File: config.mk
export PLATFORM = sky130hd
export DESIGN_NAME = key_repeat_shaper
export DESIGN_NICKNAME = d
export VERILOG_FILES = /design/src/rtl/key_repeat_shaper.sv
export SDC_FILE = /design/constraint.sdc
export NUM_CORES = 1
export LEC_CHECK = 0
export CAP_MARGIN = 20
export CORE_AREA = 2 2 53 55
export DETAILED_ROUTE_END_ITERATION = 16
export DIE_AREA = 0 0 55 57
export PLACE_DENSITY = 0.85
export RECOVER_POWER = 50
export SYNTH_ARGS = -nofsm -noshare
export SYNTH_HDL_FRONTEND = slang
export SYNTH_SLANG_ARGS = --single-unit
File: constraint.sdc
create_clock -name frame_clk -period 6.12 [get_ports frame_clk]
set_input_delay 1.224 -clock frame_clk [delete_from_list [all_inputs] [get_ports frame_clk]]
set_output_delay 1.224 -clock frame_clk [all_outputs]
set_load 0.01 [all_outputs]
File: src/rtl/key_repeat_shaper.sv
// Keycode to move-command shaper: press emission, DAS/ARR auto-repeat, one-entry valid/ack slot.
// Optional saturating drop counter output enabled by defining KEY_DROP_COUNT_EN.
module key_repeat_shaper #(
  parameter int DAS_FRAMES = 10,
  parameter int ARR_FRAMES = 3
) (
  input  logic       frame_clk,
  input  logic       Reset,
  input  logic [7:0] keycode,
  input  logic       cmd_ack,
  output logic [7:0] cmd_key,
  output logic       cmd_valid,
  output logic       cmd_drop
`ifdef KEY_DROP_COUNT_EN
  ,
  output logic [7:0] drop_count
`endif
);

  localparam logic [7:0] KEY_LEFT   = 8'h04;
  localparam logic [7:0] KEY_RIGHT  = 8'h07;
  localparam logic [7:0] KEY_DOWN   = 8'h16;
  localparam logic [7:0] KEY_ROTATE = 8'h1A;
  localparam logic [5:0] DAS_LOAD   = 6'(DAS_FRAMES - 1);
  localparam logic [5:0] ARR_LOAD   = 6'(ARR_FRAMES - 1);

  typedef enum logic [1:0] {IDLE, DELAY, REPEAT, HOLD} state_t;

  state_t     state;
  logic [7:0] held_key;
  logic [5:0] counter;

  logic [7:0] fkey;
  logic       repeatable;
  logic       press;
  logic       timeout;
  logic       emit;
  logic       overwrite;

  always_comb begin
    fkey = 8'h00;
    if (keycode == KEY_LEFT || keycode == KEY_RIGHT ||
        keycode == KEY_DOWN || keycode == KEY_ROTATE)
      fkey = keycode;
  end

  // Whenever something is emitted the emitted code equals fkey, whether it is a press or a repeat.
  assign repeatable = (fkey == KEY_LEFT) || (fkey == KEY_RIGHT) || (fkey == KEY_DOWN);
  assign press      = (fkey != 8'h00) && (fkey != held_key);
  assign timeout    = (fkey != 8'h00) && !press && (counter == 6'd0) &&
                      (state == DELAY || state == REPEAT);
  assign emit       = press || timeout;
  assign overwrite  = emit && cmd_valid && !cmd_ack;

  always_ff @(posedge frame_clk) begin
    if (Reset) begin
      state     <= IDLE;
      held_key  <= 8'h00;
      counter   <= 6'd0;
      cmd_key   <= 8'h00;
      cmd_valid <= 1'b0;
      cmd_drop  <= 1'b0;
    end else begin
      if (fkey == 8'h00) begin
        state    <= IDLE;
        held_key <= 8'h00;
      end else if (press) begin
        held_key <= fkey;
        if (repeatable) begin
          state   <= DELAY;
          counter <= DAS_LOAD;
        end else begin
          state <= HOLD;
        end
      end else begin
        case (state)
          DELAY: begin
            if (counter != 6'd0) begin
              counter <= counter - 6'd1;
            end else begin
              state   <= REPEAT;
              counter <= ARR_LOAD;
            end
          end
          REPEAT: begin
            if (counter != 6'd0) counter <= counter - 6'd1;
            else                 counter <= ARR_LOAD;
          end
          default: ;
        endcase
      end

      // An emission always wins the slot; an ack only empties it when nothing new arrives.
      if (emit) begin
        cmd_key   <= fkey;
        cmd_valid <= 1'b1;
        cmd_drop  <= overwrite;
      end else begin
        cmd_drop <= 1'b0;
        if (cmd_ack && cmd_valid) begin
          cmd_valid <= 1'b0;
          cmd_key   <= 8'h00;
        end
      end
    end
  end

`ifdef KEY_DROP_COUNT_EN
  always_ff @(posedge frame_clk) begin
    if (Reset)
      drop_count <= 8'h00;
    else if (overwrite && drop_count != 8'hFF)
      drop_count <= drop_count + 8'd1;
  end
`endif

endmodule

==> summary.md <==
| Metric | Value |
|---|---|
| I/O pins | 21 |
| Static leakage | around 0.66 nW |
| Final Skew | 8.73 ps |
| Total track usage | 0.182 |
| Core ar. | 2620 µm² |
| Setup TNS | 0 ps |
| Area grow syn2layout | 20.3% |
| Synth Warn # | 0 |
| Clock Latency Late Sink | around 310 ps |
| CTS tree | built |
| Routed vias/inst | around 5.7 |
| Register share of total power | 0.545 |
| Cell Area, Synth | roughly 1300 µm² |
| Top cells by area, synth | dfxtp_1, mux2i_1, nand2_1, nor2_1, nand4b_1 |
| Outcome | completed |
| Yosys reg bits | 26 |
| Port-buffer cells | 20 |
| FMAX | about 250 MHz |
| NumNets Final | between 150 and 200 |
| Tcrit/Tclk final | 0.661 |
| CTS max path bufs | 2 |
| Fill count | roughly 240 |
| MaxCap Viol Count | 0 |
| Final Hold Fails | 0 |
| Critical path fanouts, max | 10 |
| DR WL/cell | ~13 µm |
| Primary FF master, synth | dfxtp_1 |
| RSZ-0062 raised after global routing | false |
| XOR/XNOR share of the synthesized area | 0.0266 |
| Slew @ Worst Pin | 588 ps |
| Post-Synth Simple-Gate Area | 0.319 |
| Combinational power share | 0.091 |
| CTS clk-pin slew, worst paths | between 100 and 150 ps |
| Req. time, crit path | between 6000 and 7000 ps |
| Share of post-route cells with drive strength above 1 | 0.0769 |
| Setup bufs post-CTS | 0 |
| Crit-path max cell delay | about 660 ps |
| Post-layout minimum cycle time | 4040 ps |
| CP bufs+invs | 1 |
| CTS Root Cell | clkbuf_4 |
| Post-Syn Instances | about 150 |
| Largest net degree at the start of global routing | 20 |
| Int Pwr | roughly 0.25 mW |
| Post-DRT Antenna Nets | 0 |
| Distinct cell type count after synthesis | 54 |
| Post-synthesis sequential area ratio | 0.395 |
| Adder-Cell Fraction of Synth Area | 0.0190 |
| Mapped Avg Cell Area | between 8 and 9 µm² |
| CTS resizes | 0 |
| Number of buffers created by CTS | 3 |
| Die Width | between 50 and 60 µm |
| # DRC | 0 |
| Starting DRT DRC Count | 24 |
| Final setup viols | 0 |
| Mux cell area share after synthesis | 0.0466 |
| Vias in the first global route | 1054 |
| Die footprint | 3140 µm² |
| Area leader, netlist | dfxtp_1 |
| Initial antenna violation count | 0 |
| Grt total ovfl | 0 |
| Most frequent cells after synthesis | dfxtp_1, nand2_1, nor2_1 |
| Max transition margin | 0.604 |
| ANT cells | 0 |
| Sw Share | 0.204 |
| Hold WC Path Type | flip-flop to flip-flop |
| Wire length of the first global-routing pass | 4.37 mm |
| Slew Limit Fails | 0 |
| Vias | between 1000 and 1500 |
| Row cnt | 19 |
| Number of synthesized flops with an enable pin | 0 |
| Post-Route WL | 2.59 mm |
| DP Wirelength | approximately 2.1 mm |
| Pwr dens | 199 nW/µm² |
| Post-CTS Hold Fix Bufs | 0 |
| Most common cell in the netlist | dfxtp_1 |
| Critical path cell sequence | dlygate4sd3_1 -> nor4_1 -> nand4b_1 -> xor2_1 -> nand4b_1 -> or2_0 -> o21ai_2 -> mux2_1 |
| Async set-or-reset flop fraction in the synthesized netlist | 0 |
| Final core occ | 0.606 |
| Starting Density | 0.503 |
| Top cell by count, worst path | nand4b_1 |
| DIE HEIGHT | about 57 µm |
| Initial DRT Pass Iterations | 4 |
| Synth Area in Compound Gates | 0.144 |
| Crit-path leading delay family | simple AND/OR/NAND/NOR gates |
| Post-synth top area share | 0.395 |
| GP Congestion | just over 0.9 |
| Critical path's slowest cell | dlygate4sd3_1 |
| Sw Pwr | approximately 0.064 mW |
| Clock power frac | 0.364 |
| VDD IR max | about 0.0002 V |
| Clk sink count | 26 |
| # H-tree levels | 1 |
| Critical path class | input port to flip-flop |
| Largest family of logic cells by synthesized area | simple AND/OR/NAND/NOR gates |
| Worst EP arrival | 4260 ps |
| Crit end category | flip-flop |
| CP Launch Type | input port |
==> per-stage QoR <==
step / instances / setup slack (ps) / instance area, µm² / hold WS (ps) / power (mW)
CTS: 200 / 2310 / 1580 / 480 / 0.317
detailed placement: 196 / 1940 / 1530 / 461 / 0.204
global placement: 196 / 2080 / 1530 / 456 / 0.203
global route: 200 / 1840 / 1580 / 503 / 0.326
floorplan: 151 / 2640 / 1320 / 457 / 0.192
finish: 200 / 2080 / 1580 / 471 / 0.315
==> path summary, 6_finish.rpt <==
check                                 from                 endpoint  slack [ps]  depth (start not counted)
setup reg to reg  held_key[1]$_SDFFE_PP0N_  cmd_key[4]$_SDFFE_PP0P_        3670                          5
hold / removal     cmd_key[1]$_SDFFE_PP0P_  cmd_key[1]$_SDFFE_PP0P_         470                          2
setup / recovery                keycode[0]  cmd_key[4]$_SDFFE_PP0P_        2080                          8
hold reg to reg    cmd_key[1]$_SDFFE_PP0P_  cmd_key[1]$_SDFFE_PP0P_         470                          2
==> flip-flops by register name, summed over array words and instances, names as in the netlist <==
signal     count
state          2
held_key       8
cmd_key        8
cmd_drop       1
cmd_valid      1
counter        6
==> power by group through the flow <==
stage	sequential [mW]	clock (mW)	combinational, mW
6_report	0.171	0.114	0.0287
5_1_grt	0.172	0.123	0.0315
4_1_cts	0.172	0.117	0.0287
3_5_place_dp	0.175	0	0.0286
3_3_place_gp	0.175	0	0.0276
2_1_floorplan	0.175	0	0.0171
==> routing by layer <==
metal / vias up / GRT usage / routed length, µm
li1: 573 / - / -
met1: 535 / 0.231 / 1080
met2: 33 / 0.315 / 1370
met3: 4 / 0.0262 / 120
met4: 0 / 0.0488 / 23
met5: - / 0 / 0
==> logic make-up (layout without fill, tap and decap cells) <==
| kind of cell | count (synthesis) | after routing |
|---|---|---|
| muxes | 6 | 6 |
| other | 1 | 3 |
| buffers and inverters | 14 | 32 |
| DFF | 26 | 26 |
| adders and majority gates | 2 | 2 |
| and+or+nand+nor | 69 | 69 |
| xor gates and xnor gates | 4 | 4 |
| AOI/OAI and AO/OA | 27 | 27 |
==> placed cells by master (no fill, tap or decap), types with 4 or more instances in the layout <==
cell             instances
nand3_1                  6
dfxtp_1                 26
inv_1                    7
dlygate4sd3_1           11
nand2_1                 11
a21oi_1                  6
mux2i_1                  5
or3_1                    4
clkdlybuf4s50_1          9
nor2_1                  11
nand4b_1                 4
nand2b_1                 5
==> area by class of cell <==
type                    count  area, µm²  share of cell area
flip-flops and latches     26        520               0.329
clock inverters             1       30.0              0.0190
clock buffers               3       22.5              0.0142
repair buffers             20        200               0.126
well taps                  31       38.8              0.0245
inverters                   8       30.0              0.0190
multi-input cells         111        742               0.468
==> worst register-to-register path, stage by stage, from the launching register on <==
cell	delay, ps
dfxtp_1	370
a2111oi_0	480
nand4b_1	240
or2_0	470
o21ai_2	450
mux2_1	360
No activity file was read; power rests on OpenSTA's default activity.
